$ cat src/rtl/execute_mc.sv
// Execute stage: forwarding, single-cycle ALU, PC target and a multi-cycle
// shift-add multiplier, all feeding the EX/MEM pipeline register.
module execute_mc #(
    parameter int WIDTH = 64,
    parameter int CNTW  = 7
) (
    input  logic             clk,
    input  logic             resetl,
    input  logic             flush,
    input  logic             mem_stall,
    input  logic             valid_EX,
    input  logic [6:0]       ctrl_EX,
    input  logic [3:0]       ALUOp_EX,
    input  logic [4:0]       RD_EX,
    input  logic [4:0]       rn_EX,
    input  logic [4:0]       rm_EX,
    input  logic [WIDTH-1:0] RegOutA_EX,
    input  logic [WIDTH-1:0] RegOutB_EX,
    input  logic [WIDTH-1:0] SignExtImm_EX,
    input  logic [WIDTH-1:0] pc_EX,
    input  logic [WIDTH-1:0] aluout_MEM,
    input  logic             regwrite_MEM,
    input  logic [4:0]       rd_MEM,
    input  logic [WIDTH-1:0] memtoregout_WB,
    input  logic             regwrite_WB,
    input  logic [4:0]       rd_WB,
    output logic             ex_busy,
    output logic             valid_MEM,
    output logic [6:0]       ctrl_MEM,
    output logic             ALUzero_MEM,
    output logic [4:0]       RD_MEM,
    output logic [WIDTH-1:0] RegOutB_MEM,
    output logic [WIDTH-1:0] ALUout_MEM,
    output logic [WIDTH-1:0] PCtarget_MEM,
    output logic [WIDTH-1:0] pc_MEM
);

    localparam int SHW = $clog2(WIDTH);

    localparam logic [3:0] OP_AND = 4'b0000;
    localparam logic [3:0] OP_OR  = 4'b0001;
    localparam logic [3:0] OP_ADD = 4'b0010;
    localparam logic [3:0] OP_SUB = 4'b0110;
    localparam logic [3:0] OP_PSB = 4'b0111;
    localparam logic [3:0] OP_MUL = 4'b1000;
    localparam logic [3:0] OP_LSL = 4'b1001;
    localparam logic [3:0] OP_LSR = 4'b1010;

    typedef enum logic [1:0] {
        IDLE = 2'd0,
        BUSY = 2'd1,
        DONE = 2'd2
    } state_t;

    state_t           state;
    logic [CNTW-1:0]  count;
    logic [WIDTH-1:0] acc;
    logic [WIDTH-1:0] mcand;
    logic [WIDTH-1:0] mplier;

    logic [WIDTH-1:0] fwd_a;
    logic [WIDTH-1:0] fwd_b;
    logic [WIDTH-1:0] opnd_b;
    logic [WIDTH-1:0] alu_res;
    logic [WIDTH-1:0] res;
    logic [WIDTH-1:0] pc_tgt;
    logic [WIDTH-1:0] acc_step;
    logic             mul_req;
    logic             take;

    // MEM is the younger producer, so it wins over WB
    always_comb begin
        fwd_a = RegOutA_EX;
        if (regwrite_MEM && rd_MEM == rn_EX && rd_MEM != 5'd31)
            fwd_a = aluout_MEM;
        else if (regwrite_WB && rd_WB == rn_EX && rd_WB != 5'd31)
            fwd_a = memtoregout_WB;
    end

    always_comb begin
        fwd_b = RegOutB_EX;
        if (regwrite_MEM && rd_MEM == rm_EX && rd_MEM != 5'd31)
            fwd_b = aluout_MEM;
        else if (regwrite_WB && rd_WB == rm_EX && rd_WB != 5'd31)
            fwd_b = memtoregout_WB;
    end

    assign opnd_b = ctrl_EX[5] ? SignExtImm_EX : fwd_b;

    always_comb begin
        alu_res = '0;
        case (ALUOp_EX)
            OP_AND:  alu_res = fwd_a & opnd_b;
            OP_OR:   alu_res = fwd_a | opnd_b;
            OP_ADD:  alu_res = fwd_a + opnd_b;
            OP_SUB:  alu_res = fwd_a - opnd_b;
            OP_PSB:  alu_res = opnd_b;
            OP_LSL:  alu_res = fwd_a << opnd_b[SHW-1:0];
            OP_LSR:  alu_res = fwd_a >> opnd_b[SHW-1:0];
            default: alu_res = '0;
        endcase
    end

    assign res      = (state == DONE) ? acc : alu_res;
    assign pc_tgt   = pc_EX + SignExtImm_EX;
    assign acc_step = acc + (mplier[0] ? mcand : '0);
    assign mul_req  = valid_EX && (ALUOp_EX == OP_MUL);

    // Real data is latched only by a single-cycle op or the MUL's final edge
    assign take = valid_EX &&
                  ((state == IDLE && !mul_req) || state == DONE);

    assign ex_busy = resetl &&
                     ((state == IDLE && mul_req) || state == BUSY);

    always_ff @(posedge clk or negedge resetl) begin
        if (!resetl) begin
            state        <= IDLE;
            count        <= '0;
            acc          <= '0;
            mcand        <= '0;
            mplier       <= '0;
            valid_MEM    <= 1'b0;
            ctrl_MEM     <= '0;
            ALUzero_MEM  <= 1'b0;
            RD_MEM       <= '0;
            RegOutB_MEM  <= '0;
            ALUout_MEM   <= '0;
            PCtarget_MEM <= '0;
            pc_MEM       <= '0;
        end else if (flush) begin
            state        <= IDLE;
            count        <= '0;
            valid_MEM    <= 1'b0;
            ctrl_MEM     <= '0;
            ALUzero_MEM  <= 1'b0;
            RD_MEM       <= '0;
            RegOutB_MEM  <= '0;
            ALUout_MEM   <= '0;
            PCtarget_MEM <= '0;
            pc_MEM       <= '0;
        end else if (!mem_stall) begin
            if (take) begin
                valid_MEM    <= 1'b1;
                ctrl_MEM     <= ctrl_EX;
                ALUzero_MEM  <= (res == '0);
                RD_MEM       <= RD_EX;
                RegOutB_MEM  <= fwd_b;
                ALUout_MEM   <= res;
                PCtarget_MEM <= pc_tgt;
                pc_MEM       <= pc_EX;
            end else begin
                valid_MEM    <= 1'b0;
                ctrl_MEM     <= '0;
                ALUzero_MEM  <= 1'b0;
                RD_MEM       <= '0;
                RegOutB_MEM  <= '0;
                ALUout_MEM   <= '0;
                PCtarget_MEM <= '0;
                pc_MEM       <= '0;
            end

            case (state)
                IDLE: begin
                    if (mul_req) begin
                        state  <= BUSY;
                        mcand  <= fwd_a;
                        mplier <= opnd_b;
                        acc    <= '0;
                        count  <= CNTW'(WIDTH);
                    end
                end
                BUSY: begin
                    acc    <= acc_step;
                    mcand  <= mcand << 1;
                    mplier <= mplier >> 1;
                    count  <= count - CNTW'(1);
                    if (count == CNTW'(1))
                        state <= DONE;
                end
                DONE:    state <= IDLE;
                default: state <= IDLE;
            endcase
        end
    end

endmodule

$ cat config.mk
export PLATFORM = sky130hd
export DESIGN_NAME = execute_mc
export DESIGN_NICKNAME = d
export VERILOG_FILES = /design/src/rtl/execute_mc.sv
export SDC_FILE = /design/constraint.sdc
export NUM_CORES = 2
export LEC_CHECK = 0
export BUFFER_PORTS_ARGS = -buffer_cell sky130_fd_sc_hd__buf_2
export CAP_MARGIN = 20
export CORE_AREA = 8 8 215 371
export CTS_CLUSTER_DIAMETER = 60
export DETAILED_ROUTE_END_ITERATION = 8
export DIE_AREA = 0 0 223 379
export GPL_TIMING_DRIVEN = 1
export PLACE_DENSITY = 0.82
export SLEW_MARGIN = 20
export SYNTH_ARGS = -nofsm -noshare
export SYNTH_HDL_FRONTEND = slang
export SYNTH_SLANG_ARGS = --single-unit
$ cat constraint.sdc
create_clock -name clk -period 5.4 [get_ports clk]
set_input_delay 1.08 -clock clk [delete_from_list [all_inputs] [get_ports clk]]
set_output_delay 1.08 -clock clk [all_outputs]
set_load 0.02 [all_outputs]
==> results.py, run 1 <==
metrics = {
    "status": {
        "outcome": "aborted with a tool error",
        "failed_stage": "global routing",
        "stop_error": "[ERROR GRT-0116] Global routing finished with congestion. Check the congestion regions in the DRC Viewer.",
    },
    "die": {
        "start_util": 0.5818,
        "num_rows": 133,
        "ios": 698,
        "die_x_um": 223,
        "dieHeight_um": 379,
    },
    "synth": {
        "synth_common_cells": "o21ai_0 (640), nand2_1 (627), dfrtp_1 (471), nor2_1 (386), a21oi_1 (373)",
        "synth_top_area_cell": "dfrtp_1",
        "yosys-top-cells-area": "dfrtp_1 (27%), o21ai_0 (7.4%), ha_1 (5.6%), nand2_1 (5.4%), a21oi_1 (4.3%)",
        "yosysMostFrequentCell": "o21ai_0",
        "avgSynthCellArea_um2": 7.690,
        "ys_seq_elements": 471,
        "syn_area_um2": 43470,
        "async_flop_share": 1.000,
        "syn_inst": 5653,
        "yosysSeqAreaShare": 0.2711,
        "syn_nets": 6277,
        "synthDistinctLibCells": 106,
        "synth_edf_count": 0,
        "ys_warn_count": 0,
        "ys.flop_type": "dfrtp_1",
        "synth_top_area_frac": 0.2711,
    },
    "clock_network": {
        "ctsLongestPathBuffers": 3,
        "cts_sinks": 471,
        "cts_hold_repair.buffers": 0,
        "cts_inserted_buffers": 49,
        "cts_htree_levels": 2,
        "cts-root-buf": "clkbuf_16",
    },
    "placement": {
        "dp_hpwl_mm": 204.0,
        "io_buffers": 697,
        "gp_congestion": 1.685,
        "post_dp_cell_area_um2": 57730,
        "dp_cells": 8303,
    },
    "global_route": {
        "overflow": 192,
        "grt_pass1_vias": 70530,
        "grt_max_degree": 139,
        "track_usage": 0.7612,
        "grt_pass1_wl_mm": 478.8,
    },
}
## metrics by stage
step	setup TNS [ns]	setup WS (ns)
detailed placement	-125.36	-3.674
global placement	-105.03	-3.344
floorplan	-67.35	-2.387
CTS	-63.14	-2.693
## repair_timing
item / in CTS
buffers inserted: 64
setup endpoints to repair: 64
pin swaps: 115
cloned: 0
gates resized for setup: 259
## cells by family after synthesis
kind of cell / Yosys count / synth area share
muxes: 184 / 0.04588
and+or+nand+nor: 1777 / 0.1887
DFF: 471 / 0.2711
AOI/OAI and AO/OA: 2220 / 0.3371
buffers and inverters: 559 / 0.05043
xor gates and xnor gates: 241 / 0.04856
adders and majority gates: 201 / 0.05814
## metal layers
| metal | overflow | track usage |
|---|---|---|
| met1 | 20 | 0.7256 |
| met2 | 90 | 0.9029 |
| met3 | 7 | 0.6632 |
| met4 | 75 | 0.7671 |
| met5 | 0 | 0.4767 |
==> run 2: changes to the inputs <==
--- a/config.mk
+++ b/config.mk
@@ -7,12 +7,11 @@
 export LEC_CHECK = 0
 export BUFFER_PORTS_ARGS = -buffer_cell sky130_fd_sc_hd__buf_2
 export CAP_MARGIN = 20
-export CORE_AREA = 8 8 215 371
-export CTS_CLUSTER_DIAMETER = 60
+export CORE_AREA = 8 8 339 341
 export DETAILED_ROUTE_END_ITERATION = 8
-export DIE_AREA = 0 0 223 379
+export DIE_AREA = 0 0 347 349
 export GPL_TIMING_DRIVEN = 1
-export PLACE_DENSITY = 0.82
+export PLACE_DENSITY_LB_ADDON = 0.15
 export SLEW_MARGIN = 20
 export SYNTH_ARGS = -nofsm -noshare
 export SYNTH_HDL_FRONTEND = slang
==> results.py, run 2 <==
metrics = {
    "status": {
        "outcome": "finished, violations left",
        "violations": "negative setup slack",
    },
    "critical_path": {
        "start_kind": "input port",
        "crit_type": "in2reg",
        "critPathCapture": "ALUzero_MEM",
        "cp.depth": 37,
        "cp_top_family": "simple AND/OR/NAND/NOR gates",
        "cp.required_ns": 5.98,
        "r2r_cells": 27,
        "critPathMaxFanout": 14,
        "timing.rr.end": "acc[62]",
        "path_buf_inv": 5,
        "cp_slowest_cell": "or4b_4",
        "r2r_start": "mplier[0]",
        "r2r_slack_ns": 0.09,
        "max_stage_delay_ns": 0.56,
        "crit_arrival_ns": 8.64,
        "startpoint": "rm_EX[2]",
        "cp-end-kind": "flop",
    },
    "worst_hold_path": {
        "hold_class": "in2async",
    },
    "clock_network": {
        "ctsLongestPathBuffers": 3,
        "cts-root-buf": "clkbuf_16",
        "cts_inserted_buffers": 57,
        "path_clk_slew_ns": 0.07,
        "cts_sinks": 471,
        "cts_hold_repair.buffers": 0,
        "clkLatencyLatePin_ns": 0.71,
        "cts_tree": "done",
        "cts_htree_levels": 2,
    },
    "timing": {
        "period_minus_slack_ns": 8.059,
        "max_freq_ghz": 0.1241,
        "finalClockSkew_ns": 0.04238,
        "slew_headroom": 0.2379,
        "hold_viol": 0,
        "finalSetupViolCount": 61,
        "timing.hold.ws_ns": 0.3849,
        "rsz0062_at_grt": "true",
        "final_max_slew_viol_count": 0,
        "post-route-period-util": 1.492,
        "final.setup.tns_ns": -67.24,
        "setup_slack_ns": -2.659,
        "worst_pin_slew_ns": 1.133,
    },
    "die": {
        "die_x_um": 347,
        "fp.dieArea_um2": 121100,
        "start_util": 0.3966,
        "num_rows": 122,
        "core_area_um2": 109600,
        "ios": 698,
        "dieHeight_um": 349,
    },
    "pwr": {
        "p_comb_frac": 0.488,
        "p_leak_nw": 31.98,
        "power.total_mw": 16.57,
        "peakVddDrop_mv": 0.2737,
        "p_sw_frac": 0.4100,
        "p_int_mw": 9.778,
        "clockPowerShare": 0.275,
        "pwr-share-seq": 0.237,
        "powerDensity_nw_per_um2": 252.8,
        "p_switching_mw": 6.796,
    },
    "global_route": {
        "grt_max_degree": 138,
        "overflow": 0,
        "grt_pass1_wl_mm": 425.9,
        "grt_pass1_vias": 57500,
        "track_usage": 0.4772,
        "antenna_found_initial": 40,
    },
    "synth": {
        "ys_warn_count": 0,
        "ys_seq_elements": 471,
        "synth_top_area_frac": 0.2711,
        "yosys-top-cells-area": "dfrtp_1 (27%), o21ai_0 (7.4%), ha_1 (5.6%), nand2_1 (5.4%), a21oi_1 (4.3%)",
        "async_flop_share": 1.000,
        "synth_edf_count": 0,
        "avgSynthCellArea_um2": 7.690,
        "syn_inst": 5653,
        "yosysSeqAreaShare": 0.2711,
        "synth_top_area_cell": "dfrtp_1",
        "ys.flop_type": "dfrtp_1",
        "syn_area_um2": 43470,
        "syn_nets": 6277,
        "synth_common_cells": "o21ai_0 (640), nand2_1 (627), dfrtp_1 (471), nor2_1 (386), a21oi_1 (373)",
        "synthDistinctLibCells": 106,
        "yosysMostFrequentCell": "o21ai_0",
    },
    "detailed_routing": {
        "viasPerCell": 6.589,
        "drt_iter0_markers": 9167,
        "wl_mm": 307.4,
        "final_antenna_net_count": 0,
        "via_count": 61010,
        "firstDrtPassIters": 8,
        "wl_per_cell_um": 33.20,
        "drcViolationCount": 0,
    },
    "placement": {
        "dp_hpwl_mm": 244.0,
        "gp_congestion": 1.157,
        "dp_cells": 9035,
        "io_buffers": 697,
    },
    "cells_and_area": {
        "final_cells": 9259,
        "synthToLayoutAreaGrowth_pct": 50.84,
        "layout_commonest_cell": "buf_4",
        "mostFrequentLayoutCells": "buf_4 (1,661), buf_2 (691), nand2_1 (604), o21ai_0 (564), dfrtp_1 (471)",
        "drive_above_1_share": 0.3842,
        "fillerInstances": 9936,
        "layout.nets": 8383,
    },
    "job": {
        "cap_violations": 0,
    },
}
==> run 2: cell counts after synthesis <==
Identical to the previous run, type by type.
==> run 2: logic make-up (layout without fill, tap and decap cells) <==
kind of cell / Yosys count / after routing / synth area share
fa+ha+maj: 201 / 201 / 0.05814
xor+xnor: 241 / 241 / 0.04856
simple gates: 1777 / 1777 / 0.1887
flops: 471 / 471 / 0.2711
other cells: 0 / 25 / 0
compound gates: 2220 / 2220 / 0.3371
buf+inv: 559 / 2714 / 0.05043
mux: 184 / 184 / 0.04588
==> run 2: through the flow <==
stage                     instance area (um^2)  setup slack [ns]  utilization
after floorplan                          43700            -2.387            -
after global placement                   60480            -3.418       0.5519
after detailed placement                 60480            -3.489       0.5519
after CTS                                64560            -2.428       0.5890
after global routing                     65540            -2.935       0.5980
final                                    65570            -2.659       0.5983
==> run 2: how the worst min path moves through the flow <==
stage / endpoint / cells past startpoint
floorplan: mplier[63] / 2
global placement: PCtarget_MEM[27] / 2
detailed placement: PCtarget_MEM[19] / 2
CTS: mcand[45] / 1
global route: state[0] / 1
finish: state[0] / 1
==> run 2: layer usage <==
layer	up-vias	GRT usage	wire (um)
li1	25530	-	-
met1	29510	0.6082	115400
met2	4816	0.6844	124300
met3	1112	0.1736	43490
met4	36	0.2916	23960
met5	-	0	245
==> run 2: layout make-up <==
| class | count | area, um^2 | share of cell area |
|---|---|---|---|
| flip-flops and latches | 471 | 11790 | 0.1798 |
| clock inverters | 39 | 606.8 | 0.009255 |
| repair buffers | 2466 | 17590 | 0.2682 |
| inverters | 140 | 528.0 | 0.008053 |
| clock buffers | 69 | 1563 | 0.02383 |
| multi-input cells | 4623 | 31650 | 0.4827 |
| diodes | 25 | 62.56 | 0.0009541 |
| well taps | 1426 | 1784 | 0.02721 |
==> run 2: what timing repair did <==
item,in CTS,in global routing
hold endpoints to repair,0,0
pin swaps,142,116
resized for setup,332,171
buffers inserted,71,35
setup endpoints to repair,65,74
==> run 2: worst register-to-register path, stage by stage (launching register included) <==
cell and delay (ns):
dfrtp_1 0.44, buf_4 0.17, buf_4 0.20, and2_1 0.19
ha_1 0.29, o21a_1 0.20, o211ai_1 0.25, a21oi_1 0.09
nor2_2 0.24, a211oi_1 0.11, buf_4 0.20, o31ai_2 0.24
buf_4 0.17, o221a_2 0.23, o21ai_1 0.12, buf_4 0.20
a21oi_1 0.22, nor3_2 0.08, a21oi_1 0.19, o21ai_1 0.10
buf_4 0.15, a21o_1 0.15, a21oi_1 0.19, o21ai_0 0.12
buf_4 0.16, o31ai_2 0.20, xor2_1 0.16, o21ai_0 0.09
==> run 2: power by group through the flow <==
stage	combinational (mW)	sequential, mW	clock, mW
after global placement	7.03	3.98	0
after global routing	8.25	3.95	4.71
after detailed placement	7.02	3.98	0
final	8.08	3.93	4.56
after CTS	7.47	3.92	4.58
after floorplan	2.85	4.03	0
(Power assumes the default switching activity.)
